==> config.mk <==
export PLATFORM = sky130hd
export DESIGN_NAME = bp_be_issue_scoreboard
export DESIGN_NICKNAME = d
export VERILOG_FILES = /design/src/rtl/bp_be_pkg.sv /design/src/rtl/bp_be_scoreboard_hazard.sv /design/src/rtl/bp_be_issue_scoreboard.sv
export SDC_FILE = /design/constraint.sdc
export NUM_CORES = 1
export LEC_CHECK = 0
export BUFFER_PORTS_ARGS = -buffer_cell sky130_fd_sc_hd__buf_2
export CORE_MARGIN = 2
export CORE_UTILIZATION = 50
export CTS_CLUSTER_DIAMETER = 50
export DETAILED_ROUTE_END_ITERATION = 6
export GPL_ROUTABILITY_DRIVEN = 0
export HOLD_SLACK_MARGIN = 0.15
export PLACE_DENSITY = 0.85
export SYNTH_ARGS = -nofsm -noshare
export SYNTH_HDL_FRONTEND = slang
export SYNTH_SLANG_ARGS = --single-unit
==> constraint.sdc <==
create_clock -name clk_i -period 8.5 [get_ports clk_i]
set_clock_uncertainty 0.15 [all_clocks]
set_input_delay 2.125 -clock clk_i [delete_from_list [all_inputs] [get_ports clk_i]]
set_output_delay 2.125 -clock clk_i [all_outputs]
set_load 0.01 [all_outputs]
==> src/rtl/bp_be_pkg.sv <==
// ---------------------------------------------------------------------------
// bp_be_pkg: scoreboard entry declaration and latency-width helper. Rev 1.0
// ---------------------------------------------------------------------------
`default_nettype none

`ifndef BP_BE_PKG_SV
`define BP_BE_PKG_SV

`define BP_BE_SB_ENTRY_DECLARE(addr_w, lat_w) \
  typedef struct packed {                     \
    logic                v;                   \
    logic                w_v;                 \
    logic [(addr_w)-1:0] rd_addr;             \
    logic [(lat_w)-1:0]  cnt;                 \
  } bp_be_sb_entry_s;

`define BP_BE_SB_ENTRY_WIDTH(addr_w, lat_w) (2 + (addr_w) + (lat_w))

package bp_be_pkg;

  function automatic int bp_be_lat_width(input int depth);
    return (depth > 1) ? $clog2(depth) : 1;
  endfunction

endpackage

`endif

`default_nettype wire

==> src/rtl/bp_be_scoreboard_hazard.sv <==
// ---------------------------------------------------------------------------
// bp_be_scoreboard_hazard: RAW hazard for one source against the youngest writer. Rev 1.0
// ---------------------------------------------------------------------------
`default_nettype none

module bp_be_scoreboard_hazard
  import bp_be_pkg::*;
#(
  parameter int depth_p          = 4,
  parameter int reg_addr_width_p = 5,
  parameter int lat_width_p      = 2
) (
  input  logic [depth_p*`BP_BE_SB_ENTRY_WIDTH(reg_addr_width_p, lat_width_p)-1:0] entries,
  input  logic                        rs_r_v,
  input  logic [reg_addr_width_p-1:0] rs_addr,
  output logic                        hazard
);

  `BP_BE_SB_ENTRY_DECLARE(reg_addr_width_p, lat_width_p)

  bp_be_sb_entry_s [depth_p-1:0] ents;
  logic [depth_p-1:0]            match;
  logic [depth_p-1:0]            youngest;
  logic [lat_width_p-1:0]        cnt_sel;

  assign ents = entries;

  always_comb begin
    match = '0;
    for (int i = 0; i < depth_p; i++) begin
      match[i] = ents[i].v & ents[i].w_v & (ents[i].rd_addr == rs_addr);
    end
  end

  // Isolate the lowest set bit: stage 0 is the youngest writer.
  assign youngest = match & (~match + depth_p'(1));

  always_comb begin
    cnt_sel = '0;
    for (int i = 0; i < depth_p; i++) begin
      cnt_sel = cnt_sel | ({lat_width_p{youngest[i]}} & ents[i].cnt);
    end
  end

  assign hazard = rs_r_v & (rs_addr != '0) & (|match) & (cnt_sel != '0);

endmodule

`default_nettype wire

==> src/rtl/bp_be_issue_scoreboard.sv <==
// ---------------------------------------------------------------------------
// bp_be_issue_scoreboard: in-flight writer tracking, bypass valids, issue interlock. Rev 1.0
// ---------------------------------------------------------------------------
`default_nettype none

module bp_be_issue_scoreboard
  import bp_be_pkg::*;
#(
  parameter  int depth_p           = 4,
  parameter  int els_p             = 2,
  parameter  int reg_addr_width_p  = 5,
  localparam int lat_width_lp      = bp_be_lat_width(depth_p),
  localparam int inflight_width_lp = $clog2(depth_p + 1)
) (
  input  logic                                clk_i,
  input  logic                                reset_n_i,
  input  logic                                issue_v_i,
  input  logic [els_p-1:0]                    issue_rs_r_v_i,
  input  logic [els_p*reg_addr_width_p-1:0]   issue_rs_addr_i,
  input  logic                                issue_rd_w_v_i,
  input  logic [reg_addr_width_p-1:0]         issue_rd_addr_i,
  input  logic [lat_width_lp-1:0]             issue_lat_i,
  input  logic                                pipe_stall_i,
  input  logic                                flush_i,
  output logic                                issue_ready_o,
  output logic [depth_p-1:0]                  fwd_rd_v_o,
  output logic [depth_p*reg_addr_width_p-1:0] fwd_rd_addr_o,
  output logic [inflight_width_lp-1:0]        inflight_o
);

  `BP_BE_SB_ENTRY_DECLARE(reg_addr_width_p, lat_width_lp)

  bp_be_sb_entry_s [depth_p-1:0] stages;
  bp_be_sb_entry_s               new_entry;
  logic [els_p-1:0]              hazard;
  logic                          accept;
  logic                          lat_over;
  logic [lat_width_lp-1:0]       lat_sat;
  logic [inflight_width_lp-1:0]  inflight_cnt;

  for (genvar j = 0; j < els_p; j++) begin : g_src
    bp_be_scoreboard_hazard #(
      .depth_p          (depth_p),
      .reg_addr_width_p (reg_addr_width_p),
      .lat_width_p      (lat_width_lp)
    ) u_hazard (
      .entries (stages),
      .rs_r_v  (issue_rs_r_v_i[j]),
      .rs_addr (issue_rs_addr_i[j*reg_addr_width_p +: reg_addr_width_p]),
      .hazard  (hazard[j])
    );
  end

  // Ready is forced low while reset is asserted.
  assign issue_ready_o = reset_n_i & ~pipe_stall_i & ~flush_i & ~(|hazard);
  assign accept        = issue_v_i & issue_ready_o;

  assign lat_over = int'(issue_lat_i) > (depth_p - 1);
  assign lat_sat  = lat_over ? lat_width_lp'(depth_p - 1) : issue_lat_i;

  always_comb begin
    new_entry         = '0;
    new_entry.v       = accept;
    new_entry.w_v     = accept & issue_rd_w_v_i & (issue_rd_addr_i != '0);
    new_entry.rd_addr = accept ? issue_rd_addr_i : '0;
    new_entry.cnt     = accept ? lat_sat : '0;
  end

  always_ff @(posedge clk_i or negedge reset_n_i) begin
    if (!reset_n_i) begin
      stages <= '0;
    end else if (flush_i) begin
      stages <= '0;
    end else if (!pipe_stall_i) begin
      stages[0] <= new_entry;
      for (int i = 1; i < depth_p; i++) begin
        stages[i] <= stages[i-1];
        if (stages[i-1].cnt != '0) begin
          stages[i].cnt <= stages[i-1].cnt - lat_width_lp'(1);
        end
      end
    end
  end

  always_ff @(posedge clk_i) begin
    if (reset_n_i && accept) begin
      assert (!lat_over)
        else $warning("bp_be_issue_scoreboard: issue_lat_i=%0d above depth_p-1, saturated", issue_lat_i);
    end
  end

  for (genvar i = 0; i < depth_p; i++) begin : g_fwd
    assign fwd_rd_v_o[i] = stages[i].v & stages[i].w_v & (stages[i].cnt == '0);
    assign fwd_rd_addr_o[i*reg_addr_width_p +: reg_addr_width_p] = stages[i].rd_addr;
  end

  always_comb begin
    inflight_cnt = '0;
    for (int i = 0; i < depth_p; i++) begin
      inflight_cnt = inflight_cnt + inflight_width_lp'(stages[i].v);
    end
  end

  assign inflight_o = inflight_cnt;

endmodule

`default_nettype wire

==> results of run 1 <==
registers in the layout, summed over array words and instances, names as in the netlist:
| signal | cells |
|---|---|
| stages | 16 |
| fwd_rd_addr_o | 20 |
per-stage QoR:
stage               util, %  power [W]  setup slack (ps)
detailed placement     54.3   0.000225              2440
finish                 56.3   0.000347              2430
global route           56.3   0.000362              2270
CTS                    56.3   0.000350              2430
global placement       54.3   0.000224              2480
floorplan                 -   0.000213              2650
cell usage in the layout, fill, tap and decap left out:
cell type / synthesis / final
buf_2: 3 / 52
nor2_1: 36 / 36
dfrtp_1: 36 / 36
xnor2_1: 30 / 30
nand2_1: 21 / 21
mux2i_1: 21 / 21
inv_1: 13 / 13
nor3_1: 11 / 11
xor2_1: 10 / 10
nand3_1: 8 / 8
o31ai_2: 8 / 8
a21oi_1: 6 / 6
clkbuf_8: 0 / 6
nor4_1: 4 / 4
nor3b_1: 4 / 4
o211ai_1: 3 / 3
nand4_1: 2 / 2
a211o_1: 2 / 2
or4_4: 2 / 2
o21ai_2: 2 / 2
ha_1: 2 / 2
clkinv_2: 0 / 2
or4_1: 1 / 1
o21ai_1: 1 / 1
or3_1: 1 / 1
a211oi_2: 1 / 1
a211oi_4: 1 / 1
o21ai_4: 1 / 1
nor2b_1: 1 / 1
o21ai_0: 1 / 1
fa_1: 1 / 1
worst max-delay path, delay by kind of cell:
kind                   cells  cell delay [ps]
AO/OA/AOI/OAI              2              420
XOR/XNOR                   1              160
buffers and inverters      2              280
AND/OR/NAND/NOR            3              790
path summary, 6_finish.rpt:
check,startpoint,to,cells past startpoint
min in group asynchronous,reset_n_i,stages[34],1
min,stages[34],stages[34],2
min reg2reg,stages[34],stages[34],2
max in group asynchronous,reset_n_i,fwd_rd_addr_o[6],1
max,issue_rs_addr_i[3],issue_ready_o,8
max reg2reg,fwd_rd_addr_o[11],fwd_rd_addr_o[1],6
power by group through the flow:
stage / clock, W / combinational, W / sequential (W)
floorplan: 0 / 0.0000347 / 0.000178
global placement: 0 / 0.0000446 / 0.000179
detailed placement: 0 / 0.0000459 / 0.000179
CTS: 0.000128 / 0.0000462 / 0.000176
global route: 0.000136 / 0.0000508 / 0.000176
finish: 0.000125 / 0.0000460 / 0.000176
kinds of logic (layout without fill, tap and decap cells):
group / count (synthesis) / in the layout / synth area share, %
AND/OR/NAND/NOR: 91 / 91 / 17.0
buffers and inverters: 51 / 73 / 11.9
XOR/XNOR: 40 / 40 / 14.2
flip-flops: 36 / 36 / 36.5
AO/OA/AOI/OAI: 26 / 26 / 10.0
multiplexers: 21 / 21 / 8.53
adder cells (fa/ha/maj): 3 / 3 / 1.83
layer usage:
metal	vias up	GRT usage, %
li1	909	-
met1	897	28.0
met2	73	32.2
met3	8	3.93
met4	0	8.13
met5	-	0
final cells by class:
type                       instances  area, um^2
clock inverter                     2        10.0
timing repair buffer              52         260
multi-input combinational        181        1270
inverter                          13        48.8
sequential                        36         901
clock buffer                       6        82.6
fill                             427        2070
tap                               67        83.8
==> reports/results.ini, run 1 <==
[global_routing]
grt_overflow_total=0
grt_max_degree=38
antenna_found_initial=0
grt_first_pass_wirelength_mm=8.45
grt_pass1_vias=1711
grt_usage_pct=20.5

[clock_network]
hold_buffers=0
cts_setup_buffers=0
clkLatencyLatePin_ps=290
cts_tree=yes
cts.path.max_buffers=2
clk_pin_slew_ps=70
htree_num_levels=2
cts_sinks=36
post_cts_resized=0
cts_buffers=5
root_buffer=clkbuf_8

[power_and_ir_drop]
power_density_nw_per_um2=131
leakage_nw=1.30
p_seq_share_pct=50.7
combPwrFrac_pct=13.3
ir_drop_mv=0.0603
switching_share_pct=26.3
p_int_w=0.000256
clkPwrFrac_pct=36.0
switching_power_w=0.0000911

[timing]
setup_tns_ps=0
hold_viol=0
hold_slack_ps=391
layout_min_cycle_time_ps=6070
finalSetupViolCount=0
relSlewSlack_pct=44.1
min_period_over_period_pct=71.4
grt_setup_unrepaired=no
fmax_mhz=165
drv_slew=0
tightest_slew_ps=838

[synth]
synth_edf_count=0
async_flop_share_pct=100
netlist_instances=268
synth-main-ff-cell=dfrtp_1
synth_cell_type_count=33
ys_top_cells_by_count=36 x dfrtp_1, 36 x nor2_1, 30 x xnor2_1
avgSynthCellArea_um2=9.20
netlist_area_um2=2460
ys_seq_elements=36
ys.warnings.count=0
synth_top_cell_by_area=dfrtp_1
ys_seq_area_share_pct=36.5
synthTopCellsByArea=dfrtp_1 37%, xnor2_1 11%, mux2i_1 8.5%
syn_nets=296
synth_top_area_share_pct=36.5

[routing]
top_layer=met4
wire_per_inst_um=14.7
drt-pass1-iter-count=4
via_per_inst=5.29
drtIter0Drc=137
wl_met2_mm=2.55
wl_mm=5.25
ant_nets=0
dr_wl_met3_um=376
dr_total_vias=1887
drt-met1-wl_mm=2.25
drc_errors=0

[final_layout]
drive_above_1_share_pct=25.9
diodes=0
postLayoutCellArea_um2=2660
stdcell_count=357
nNetsFinal=317
syn2layout_area_growth_pct=7.82

[floorplan]
fp.dieW_um=74.2
die_h_um=74.2
initial_utilization_pct=52.2
num_io_pins=53
die_area_um2=5510
rows=25
coreArea_um2=4720

[worst_hold_path]
min_path_type=register to register

[setup_path]
cp_max_fo=10
crit_arrival_ps=3790
r2r_setup_slack_ps=6300
cp_common_cell=buf_2
worstPathCellList=buf_2, xnor2_1, nand3_1, or4_4, a211oi_2, o21ai_4, nor2_1, buf_2
cp-end-kind=output pin
cpMaxStageDelayCell=or4_4
cpPeakStageDelay_ps=540
startpoint_type=input port
cp.required_ps=6230
path_class=input port to output pin

[placed_design]
placed_cell_area_um2=2560
placed_cells=349
dp_hpwl_mm=3.88
portBuffers=52

[flow_run]
maxCapViolCount=0

[status]
status=finished clean

Power figures use the tool's default switching activity.
==> run 2: changes to the inputs <==
--- a/config.mk
+++ b/config.mk
@@ -5,6 +5,7 @@
 export SDC_FILE = /design/constraint.sdc
 export NUM_CORES = 1
 export LEC_CHECK = 0
+export ABC_AREA = 1
 export BUFFER_PORTS_ARGS = -buffer_cell sky130_fd_sc_hd__buf_2
 export CORE_MARGIN = 2
 export CORE_UTILIZATION = 50
@@ -12,7 +13,7 @@
 export DETAILED_ROUTE_END_ITERATION = 6
 export GPL_ROUTABILITY_DRIVEN = 0
 export HOLD_SLACK_MARGIN = 0.15
-export PLACE_DENSITY = 0.85
+export PLACE_DENSITY = 0.86
 export SYNTH_ARGS = -nofsm -noshare
 export SYNTH_HDL_FRONTEND = slang
 export SYNTH_SLANG_ARGS = --single-unit
==> constraint.sdc (replaced) <==
create_clock -name clk_i -period 5.6 [get_ports clk_i]
set_clock_uncertainty 0.15 [all_clocks]
set_input_delay 1.4 -clock clk_i [delete_from_list [all_inputs] [get_ports clk_i]]
set_output_delay 1.4 -clock clk_i [all_outputs]
set_load 0.01 [all_outputs]
==> run 2 against run 1 <==
Compared with the run above: setup slack got worse by 1200 ps; count of clock-buffer cells in the layout decreased by 1; via count increased by 25%; largest power group unchanged; highest routed layer unchanged.
==> reports/results.ini, run 2 <==
[timing]
setup_ws_ps=1200
relSlewSlack_pct=42.9
drv_slew=0
finalSetupViolCount=0
grt_setup_unrepaired=no
layout_min_cycle_time_ps=4400
min_period_over_period_pct=78.6
hold_viol=0
setup_tns_ps=0
fmax_mhz=227
hold_slack_ps=349
tightest_slew_ps=854

[global_routing]
grt_first_pass_wirelength_mm=10.2
antenna_found_initial=0
grt_use_met1_pct=34.3
grt_pass1_vias=2224
grt_usage_pct=25.2
use_met3_pct=5.80
globalRouteMet2Util_pct=37.9
grt_max_degree=37
globalRoute.busiestLayer=met2
grt_overflow_total=0

[routing]
dr_total_vias=2367
drc_errors=0
via_per_inst=5.45
wl_mm=6.15
ant_nets=0
drtIter0Drc=293
drt-pass1-iter-count=5
wire_per_inst_um=14.2

[synth]
syn_nets=373
netlist_instances=345
yosys.cell_count.top_type=nand2_1
ys_seq_area_share_pct=37.9
ys.warnings.count=0
avgSynthCellArea_um2=6.90
synth-main-ff-cell=dfrtp_1
synth_cell_type_count=26
synth_top_cell_by_area=dfrtp_1
async_flop_share_pct=100
synth_top_area_share_pct=37.9
ys_seq_elements=36
synth_edf_count=0
synthTopCellsByArea=dfrtp_1 38%, nand2_1 16%, inv_1 7.4%
ys_top_cells_by_count=100 x nand2_1, 47 x inv_1, 42 x nor2_1
netlist_area_um2=2380

[setup_path]
startpoint_type=input port
cpMaxStageDelayCell=a21oi_1
cp_common_cell=nand2_1
r2r-start=fwd_rd_addr_o[12]
cp_max_fo=10
r2r_end=stages[8]
r2r_setup_slack_ps=3720
path_class=input port to output pin
cpPeakStageDelay_ps=270
worstPathCellList=buf_2, inv_1, nand2_1, a21oi_1, nand3_1, nand2_1, nand3_1, nand2_1, nand2_1, nand2_2, and2_1, buf_2
cp.required_ps=4050
reg2reg_depth=11
cp_top_family=simple AND/OR/NAND/NOR gates
crit_arrival_ps=2850
crit_buf_inv=3
cp-end-kind=output pin

[floorplan]
die_h_um=73.0
fp.dieW_um=73.0
rows=25
die_area_um2=5330
coreArea_um2=4660
initial_utilization_pct=51.1
num_io_pins=53

[worst_hold_path]
whs_path_depth=1
hold_start=stages[18]
min_path_type=register to register
hold_end=stages[27]

[clock_network]
hold_buffers=0
post_cts_resized=0
cts_tree=yes
cts.path.max_buffers=2
cts_sinks=36
htree_num_levels=2
cts_buffers=5
clk_pin_slew_ps=70
root_buffer=clkbuf_8
clkLatencyLatePin_ps=290
cts_setup_buffers=0

[final_layout]
fillers=452
layout_common_cells=100 x nand2_1, 52 x buf_2, 47 x inv_1, 42 x nor2_1, 36 x dfrtp_1
mostFrequentLayoutCell=nand2_1
drive_above_1_share_pct=17.9
largest_register_ffs=20
diodes=0
nNetsFinal=407
syn2layout_area_growth_pct=11.5

[flow_run]
maxCapViolCount=0

[status]
status=finished clean

[placed_design]
portBuffers=52
dp_hpwl_mm=4.62
preCtsSetupSlack_ps=1310

[power_and_ir_drop]
ir_drop_mv=0.148
leakage_nw=1.44
power_density_nw_per_um2=211

[run 2: changes by cell type in the layout (fill, tap and decap cells not counted), sizes merged, moves of 8 or more]
cell | before | now
o31ai | 8 | 0
mux2i | 21 | 0
o22ai | 0 | 23
o21ai | 5 | 15
nand4 | 2 | 16
nand2 | 21 | 102
xnor2 | 30 | 2
inv | 13 | 50
[run 2: kinds of logic (layout without fill, tap and decap cells)]
group / count (synthesis) / in the layout / share of synthesized area [%]
flip-flops: 36 / 36 / 37.9
buffers and inverters: 76 / 111 / 15.2
AND/OR/NAND/NOR: 177 / 177 / 30.9
XOR/XNOR: 7 / 7 / 2.58
AO/OA/AOI/OAI: 46 / 46 / 11.6
adder cells (fa/ha/maj): 3 / 3 / 1.89
[run 2: cell type report]
cell class | count | area (um^2) | share of cell area [%]
clock inverter | 3 | 42.5 | 1.60
sequential | 36 | 901 | 34.0
inverter | 50 | 188 | 7.08
timing repair buffer | 53 | 268 | 10.1
clock buffer | 5 | 68.8 | 2.59
tap | 54 | 67.6 | 2.55
multi-input combinational | 233 | 1120 | 42.1
[run 2: power breakdown]
part / leakage [nW] / switching, W / internal [W]
registers: 0.501 / 0.00000342 / 0.000263
clock network: 0.0541 / 0.0000963 / 0.000132
logic: 0.888 / 0.0000450 / 0.0000210
[run 2: stage by stage]
step	power [W]	instance area [um^2]	util (%)	cells
final	0.000560	2650	56.9	434
after global routing	0.000585	2650	56.9	434
after CTS	0.000565	2650	56.9	434
after detailed placement	0.000336	2540	54.5	426
after global placement	0.000335	2540	54.5	426
after floorplan	0.000308	2380	-	345
[run 2: worst register-to-register path, delay by kind of cell, from the launching register on]
family,cells,cell delay (ps)
AO/OA/AOI/OAI,2,360
buffers and inverters,1,120
flip-flops,1,410
AND/OR/NAND/NOR,8,760
[run 2: routing by layer]
layer  vias to the layer above  wire length, um
li1                       1151                -
met1                      1081             2700
met2                       114             2850
met3                        21              437
met4                         0              165
met5                         -                0
[run 2: worst max-delay path by stage]
| stage | depth (start not counted) | to | slack, ps | start |
|---|---|---|---|---|
| floorplan | 8 | issue_ready_o | 1690 | issue_rs_addr_i[4] |
| global placement | 10 | issue_ready_o | 1310 | issue_rs_addr_i[4] |
| detailed placement | 10 | issue_ready_o | 1310 | issue_rs_addr_i[4] |
| CTS | 12 | issue_ready_o | 1250 | issue_rs_addr_i[7] |
| global route | 12 | issue_ready_o | 1130 | issue_rs_addr_i[7] |
| finish | 12 | issue_ready_o | 1200 | issue_rs_addr_i[7] |
